[src/rtl/fb_write_arbiter.sv]
// Round-robin arbiter sharing one framebuffer write port between NUM_REQ burst writers.
// A grant locks until req_last, a MAX_BURST cutoff, or IDLE_TIMEOUT idle cycles.
//
// state     | meaning
// ----------+-------------------------------------------------------------
// ST_IDLE   | no lock held; pick next valid requester after last_grant
// ST_LOCKED | grant_idx owns the port; its beats pass through one register

module fb_write_arbiter #(
  parameter int NUM_REQ      = 2,
  parameter int ADDR_BITS    = 17,
  parameter int DATA_BITS    = 32,
  parameter int MAX_BURST    = 16,
  parameter int IDLE_TIMEOUT = 8,
  localparam int IDX_W       = (NUM_REQ > 1) ? $clog2(NUM_REQ) : 1,
  localparam int STRB_BITS   = DATA_BITS / 8
) (
  input  logic                           clk,
  input  logic                           reset_n,
  input  logic [NUM_REQ-1:0]             req_valid,
  output logic [NUM_REQ-1:0]             req_ready,
  input  logic [NUM_REQ-1:0]             req_last,
  input  logic [NUM_REQ*ADDR_BITS-1:0]   req_addr,
  input  logic [NUM_REQ*DATA_BITS-1:0]   req_data,
  input  logic [NUM_REQ*STRB_BITS-1:0]   req_strb,
  output logic [ADDR_BITS-1:0]           fb_wr_addr,
  output logic [DATA_BITS-1:0]           fb_wr_data,
  output logic [STRB_BITS-1:0]           fb_wr_en,
  output logic                           grant_valid,
  output logic [IDX_W-1:0]               grant_idx
);

  localparam int BEAT_W = $clog2(MAX_BURST + 1);
  localparam int IDLE_W = $clog2(IDLE_TIMEOUT + 1);

  typedef enum logic {ST_IDLE, ST_LOCKED} state_t;

  state_t               state;
  logic [IDX_W-1:0]     last_grant;
  logic [BEAT_W-1:0]    beat_cnt;
  logic [IDLE_W-1:0]    idle_cnt;

  logic [IDX_W-1:0]     sel_idx;
  logic                 sel_found;
  logic                 accept;
  logic                 burst_end;
  logic                 idle_expire;
  logic [ADDR_BITS-1:0] cur_addr;
  logic [DATA_BITS-1:0] cur_data;
  logic [STRB_BITS-1:0] cur_strb;

  assign grant_valid = (state == ST_LOCKED);

  // Walk downward so the closest candidate after last_grant is written last and wins.
  always_comb begin
    int cand;
    cand      = 0;
    sel_found = 1'b0;
    sel_idx   = '0;
    for (int k = NUM_REQ; k >= 1; k--) begin
      cand = (int'(last_grant) + k) % NUM_REQ;
      if (req_valid[IDX_W'(cand)]) begin
        sel_found = 1'b1;
        sel_idx   = IDX_W'(cand);
      end
    end
  end

  always_comb begin
    req_ready = '0;
    if (state == ST_LOCKED) req_ready[grant_idx] = req_valid[grant_idx];
  end

  assign accept      = (state == ST_LOCKED) && req_valid[grant_idx];
  assign burst_end   = req_last[grant_idx] || (beat_cnt == BEAT_W'(MAX_BURST - 1));
  assign idle_expire = (idle_cnt == IDLE_W'(IDLE_TIMEOUT - 1));
  assign cur_addr    = req_addr[int'(grant_idx)*ADDR_BITS +: ADDR_BITS];
  assign cur_data    = req_data[int'(grant_idx)*DATA_BITS +: DATA_BITS];
  assign cur_strb    = req_strb[int'(grant_idx)*STRB_BITS +: STRB_BITS];

  always_ff @(posedge clk or negedge reset_n) begin
    if (!reset_n) begin
      state      <= ST_IDLE;
      last_grant <= IDX_W'(NUM_REQ - 1);
      grant_idx  <= '0;
      beat_cnt   <= '0;
      idle_cnt   <= '0;
      fb_wr_addr <= '0;
      fb_wr_data <= '0;
      fb_wr_en   <= '0;
    end else begin
      fb_wr_en <= '0;
      case (state)
        ST_IDLE: begin
          if (sel_found) begin
            grant_idx  <= sel_idx;
            last_grant <= sel_idx;
            beat_cnt   <= '0;
            idle_cnt   <= '0;
            state      <= ST_LOCKED;
          end
        end
        ST_LOCKED: begin
          if (accept) begin
            fb_wr_addr <= cur_addr;
            fb_wr_data <= cur_data;
            fb_wr_en   <= cur_strb;
            idle_cnt   <= '0;
            beat_cnt   <= beat_cnt + BEAT_W'(1);
            if (burst_end) state <= ST_IDLE;
          end else if (idle_expire) begin
            // Holder went quiet too long: drop the lock without issuing a write.
            state <= ST_IDLE;
          end else begin
            idle_cnt <= idle_cnt + IDLE_W'(1);
          end
        end
        default: state <= ST_IDLE;
      endcase
    end
  end

endmodule

[config.mk]
export PLATFORM = sky130hd
export DESIGN_NAME = fb_write_arbiter
export DESIGN_NICKNAME = d
export VERILOG_FILES = /design/src/rtl/fb_write_arbiter.sv
export SDC_FILE = /design/constraint.sdc
export NUM_CORES = 1
export LEC_CHECK = 0
export BUFFER_PORTS_ARGS = -buffer_cell sky130_fd_sc_hd__buf_2
export CAP_MARGIN = 30
export CORE_MARGIN = 2
export CORE_UTILIZATION = 29
export CTS_BUF_LIST = sky130_fd_sc_hd__clkbuf_16
export DETAILED_ROUTE_END_ITERATION = 6
export GPL_ROUTABILITY_DRIVEN = 1
export PLACE_DENSITY = 0.62
export SYNTH_ARGS = -nofsm -noshare
export SYNTH_HDL_FRONTEND = slang
export SYNTH_SLANG_ARGS = --single-unit
[constraint.sdc]
create_clock -name clk -period 2.1 [get_ports clk]
set_input_delay 0 -clock clk [delete_from_list [all_inputs] [get_ports clk]]
set_output_delay 0 -clock clk [all_outputs]
set_load 0.02 [all_outputs]
==> impl_metrics.prom <==
# TYPE chip_impl_metric gauge
chip_impl_info{name="run_status",value="finished, violations left"} 1
chip_impl_info{name="violations_in_the_final_reports",value="negative hold slack"} 1
chip_impl_metric{name="period_minus_slack",unit="ps"} 1950
chip_impl_metric{name="clkSlewWorstSetupHoldPaths",unit="ps"} 60
chip_impl_metric{name="synth_xor_xnor_area_share",unit="%"} 0.272
chip_impl_metric{name="timing.critical_path.required",unit="ps"} 2290
chip_impl_metric{name="timing.final.hold_violations",unit=""} 1
chip_impl_metric{name="height_of_the_die",unit="um"} 109
chip_impl_metric{name="floorplan.io_pins",unit=""} 169
chip_impl_metric{name="grt_first_pass_wirelength",unit="um"} 16800
chip_impl_info{name="grt_setup_unrepaired",value="no"} 1
chip_impl_metric{name="rows",unit=""} 38
chip_impl_metric{name="detailroute.via_count",unit=""} 3399
chip_impl_metric{name="utilization",unit="%"} 50.6
chip_impl_metric{name="maximum_clock_path_buffer_count",unit=""} 2
chip_impl_metric{name="fp.dieArea",unit="sq mm"} 0.0120
chip_impl_metric{name="timing.setup.tns",unit="ps"} 0
chip_impl_metric{name="post-route-drc-count",unit=""} 0
chip_impl_metric{name="synth_seq_area_share",unit="%"} 50.6
chip_impl_metric{name="rrSetupSlack",unit="ps"} 150
chip_impl_metric{name="mappedNetlistNets",unit=""} 426
chip_impl_metric{name="synthesis.yosys.warnings",unit=""} 0
chip_impl_metric{name="yosys.area_share.adder",unit="%"} 1.17
chip_impl_metric{name="crit_path_max_incr_delay",unit="ps"} 580
chip_impl_metric{name="crit_arrival",unit="ps"} 2130
chip_impl_metric{name="postSynthCellCount",unit=""} 311
chip_impl_metric{name="whs",unit="ps"} -0.501
chip_impl_info{name="main_combinational_cell_family_by_area_after_synthesis",value="compound AO/OA/AOI/OAI gates"} 1
chip_impl_metric{name="overflow",unit=""} 0
chip_impl_metric{name="detailedPlacementHpwl",unit="um"} 6120
chip_impl_metric{name="layout_cells_sized_above_1",unit="%"} 34.9
chip_impl_metric{name="total_routed_wirelength",unit="um"} 10500
chip_impl_metric{name="route.detailed.wl_per_inst",unit="um"} 14.8
chip_impl_metric{name="post_synth_instance_area",unit="sq mm"} 0.00322
chip_impl_metric{name="worstPathMaxFanout",unit=""} 34
chip_impl_metric{name="setup_viol_count_final",unit=""} 0
chip_impl_info{name="startpoint_type",value="flip-flop"} 1
chip_impl_metric{name="relative_area_change_from_synthesis_to_final_layout",unit="%"} 70.3
chip_impl_info{name="tritoncts_clock_tree",value="yes"} 1
chip_impl_metric{name="fill_cells",unit=""} 978
chip_impl_metric{name="antenna_violating_nets_post_route",unit=""} 0
chip_impl_info{name="path_cells",value="buf_4 -> buf_4 -> mux2i_1 -> o21ai_0"} 1
chip_impl_metric{name="ys_types",unit=""} 36
chip_impl_metric{name="vias_in_the_first_global_route",unit=""} 3543
chip_impl_metric{name="clock_tree.htree_level_count",unit=""} 3
chip_impl_metric{name="max_slew_margin",unit="%"} 52.6
chip_impl_metric{name="finClkSkew",unit="ps"} 4.33
chip_impl_metric{name="maximum_vdd_ir_drop",unit="uV"} 670
chip_impl_metric{name="post_synth.cell_area_avg",unit="sq um"} 10.3
chip_impl_metric{name="synth_compound_area_share",unit="%"} 19.2
chip_impl_metric{name="post_synth_mux_area_share",unit="%"} 18.5
chip_impl_info{name="cts_root_buf",value="sky130_fd_sc_hd__clkbuf_16"} 1
chip_impl_metric{name="io_buffers",unit=""} 168
chip_impl_info{name="hold_path.class",value="in2reg"} 1
chip_impl_info{name="crit_type",value="reg2reg"} 1
chip_impl_metric{name="worst-slew-pin-transition",unit="ps"} 711
chip_impl_metric{name="timing.fmax",unit="GHz"} 0.514
chip_impl_metric{name="power.density",unit="mW/mm^2"} 1280
chip_impl_metric{name="power_leakage",unit="nW"} 2.65
chip_impl_metric{name="first_pass_iters",unit=""} 6
chip_impl_metric{name="largest_net_degree_at_the_start_of_global_routing",unit=""} 38
chip_impl_metric{name="antenna_found_initial",unit=""} 0
chip_impl_metric{name="drt_via_density",unit=""} 4.77
chip_impl_metric{name="timing.final.crit_share",unit="%"} 92.7
chip_impl_metric{name="place_congestion",unit=""} 0.743
chip_impl_info{name="cp_slowest_cell",value="sky130_fd_sc_hd__buf_4"} 1
chip_impl_metric{name="final_max_slew_viol_count",unit=""} 0
chip_impl_info{name="cpMostUsedCell",value="sky130_fd_sc_hd__buf_4"} 1
chip_impl_metric{name="core",unit="sq mm"} 0.0108
chip_impl_info{name="worstSetupEndpointType",value="flip-flop"} 1
chip_impl_metric{name="yosys_register_bits",unit=""} 65
chip_impl_metric{name="insertedDiodeCount",unit=""} 0
chip_impl_metric{name="floorplan.initialDensity",unit="%"} 29.7
chip_impl_metric{name="tritoncts.num_buffers",unit=""} 9
chip_impl_metric{name="dr.first_iter.drc_count",unit=""} 168
chip_impl_metric{name="cts.sink_count",unit=""} 65
chip_impl_metric{name="drv.max_cap_violation_count",unit=""} 0
chip_impl_metric{name="die_x",unit="um"} 109
chip_impl_metric{name="worstSkewPairLatency",unit="ps"} 320
chip_impl_metric{name="global_route.usage.total",unit="%"} 17.8
chip_impl_metric{name="final_nets",unit=""} 683
chip_impl_metric{name="synth-simple-area-share",unit="%"} 5.60
metal layers:
| layer | share of wire, % | vias up | GRT usage [%] | wire length, um |
|---|---|---|---|---|
| li1 | - | 1640 | - | - |
| met1 | 41 | 1602 | 21.2 | 4310 |
| met2 | 51 | 128 | 30.9 | 5400 |
| met3 | 5.3 | 29 | 4.68 | 560 |
| met4 | 2.6 | 0 | 6.60 | 272 |
| met5 | 0 | - | 0 | 0 |
metrics by stage:
| stage | instance area [sq um] | total power, W | setup slack, ps | cells |
|---|---|---|---|---|
| floorplan | 3220 | 0.00424 | 549 | 311 |
| global placement | 4200 | 0.00523 | 119 | 600 |
| detailed placement | 4230 | 0.00533 | 164 | 601 |
| CTS | 5480 | 0.00707 | 160 | 713 |
| global route | 5480 | 0.00754 | 29.9 | 713 |
| finish | 5480 | 0.00702 | 154 | 713 |
timing repair:
action | in CTS | in global routing
setup endpoints to repair | 0 | 0
endpoints found under the hold margin | 77 | 0
gates resized for setup | 0 | 0
setup buffers | 0 | 0
hold buffers | 96 | 0
flip-flops by register name, summed over array words and instances (netlist names):
name	count
fb_wr_data	32
fb_wr_addr	17
beat_cnt	5
fb_wr_en	4
idle_cnt	4
grant_idx	1
grant_valid	1
last_grant	1
worst max-delay path: cells and delay by family (launching register included):
family,cells,cell delay (ps)
compound gates,1,100
buf+inv,2,990
flops,1,430
mux,1,270
worst paths after layout:
check,start,to,cells after the start
max in group asynchronous,reset_n,last_grant,3
setup reg to reg,grant_idx,fb_wr_data[22],4
hold / removal,req_addr[25],fb_wr_addr[8],3
min in group asynchronous,reset_n,fb_wr_en[1],2
setup / recovery,grant_idx,fb_wr_data[22],4
hold reg to reg,beat_cnt[3],beat_cnt[3],1
cells by family after synthesis:
group                    after synthesis
XOR/XNOR                               1
adder cells (fa/ha/maj)                3
buffers and inverters                 32
flip-flops                            65
AND/OR/NAND/NOR                       34
AO/OA/AOI/OAI                        117
multiplexers                          59
cell usage after synthesis (all sizes together):
cell,n,share of area [%]
a21bo,1,0.31
a21oi,2,0.31
a22oi,2,0.47
a311oi,1,0.27
a31oi,1,0.19
and3,2,0.39
and3b,2,0.54
buf,12,2.1
clkbuf,16,2.0
clkinv,1,0.12
dfrtp,64,50
dfstp,1,0.82
ha,3,1.2
inv,3,0.35
mux2,2,0.82
mux2i,57,18
nand2,6,0.70
nand2b,1,0.19
nand3,7,1.1
nand3b,1,0.23
nor2,8,0.93
nor2b,1,0.19
nor3,2,0.31
nor3b,3,0.70
o211ai,4,0.93
o21ai,103,16
o21bai,1,0.23
o311ai,1,0.27
o31ai,1,0.23
or4b,1,0.31
xnor2,1,0.27
layout by cell type (no fill, tap or decap), types with 2 or more instances in the layout:
cell type	synthesis	final
sky130_fd_sc_hd__nor3_1	2	2
sky130_fd_sc_hd__dfrtp_1	64	63
sky130_fd_sc_hd__o211ai_1	4	4
sky130_fd_sc_hd__dlygate4sd3_1	0	96
sky130_fd_sc_hd__buf_4	1	8
sky130_fd_sc_hd__nor2_1	8	8
sky130_fd_sc_hd__mux2i_1	57	56
sky130_fd_sc_hd__buf_2	10	168
sky130_fd_sc_hd__a21oi_1	2	2
sky130_fd_sc_hd__nand2_1	6	6
sky130_fd_sc_hd__o21ai_1	3	3
sky130_fd_sc_hd__clkbuf_16	0	9
sky130_fd_sc_hd__and3_1	2	2
sky130_fd_sc_hd__ha_1	3	3
sky130_fd_sc_hd__clkinv_2	0	3
sky130_fd_sc_hd__inv_1	3	3
sky130_fd_sc_hd__and3b_1	2	2
sky130_fd_sc_hd__a22oi_1	2	2
sky130_fd_sc_hd__o21ai_0	100	100
sky130_fd_sc_hd__nand3_1	7	7
sky130_fd_sc_hd__nor3b_1	3	3
area by class of cell:
class                      count  area, sq um  area share, %
inverter                       4         15.0          0.274
timing repair buffer         274         1910           34.8
clock inverter                 7         70.1           1.28
sequential                    65         1630           29.8
multi-input combinational    214         1460           26.5
tap                          140          175           3.20
clock buffer                   9          225           4.11
where the power goes:
part           total [W]  switching [W]  internal (W)  leakage [nW]
clock network    0.00147       0.000556      0.000918         0.146
logic            0.00342        0.00204       0.00138          1.69
registers        0.00212       0.000293       0.00183         0.812
total            0.00702        0.00289       0.00413          2.65
(Power assumes the default switching activity.)
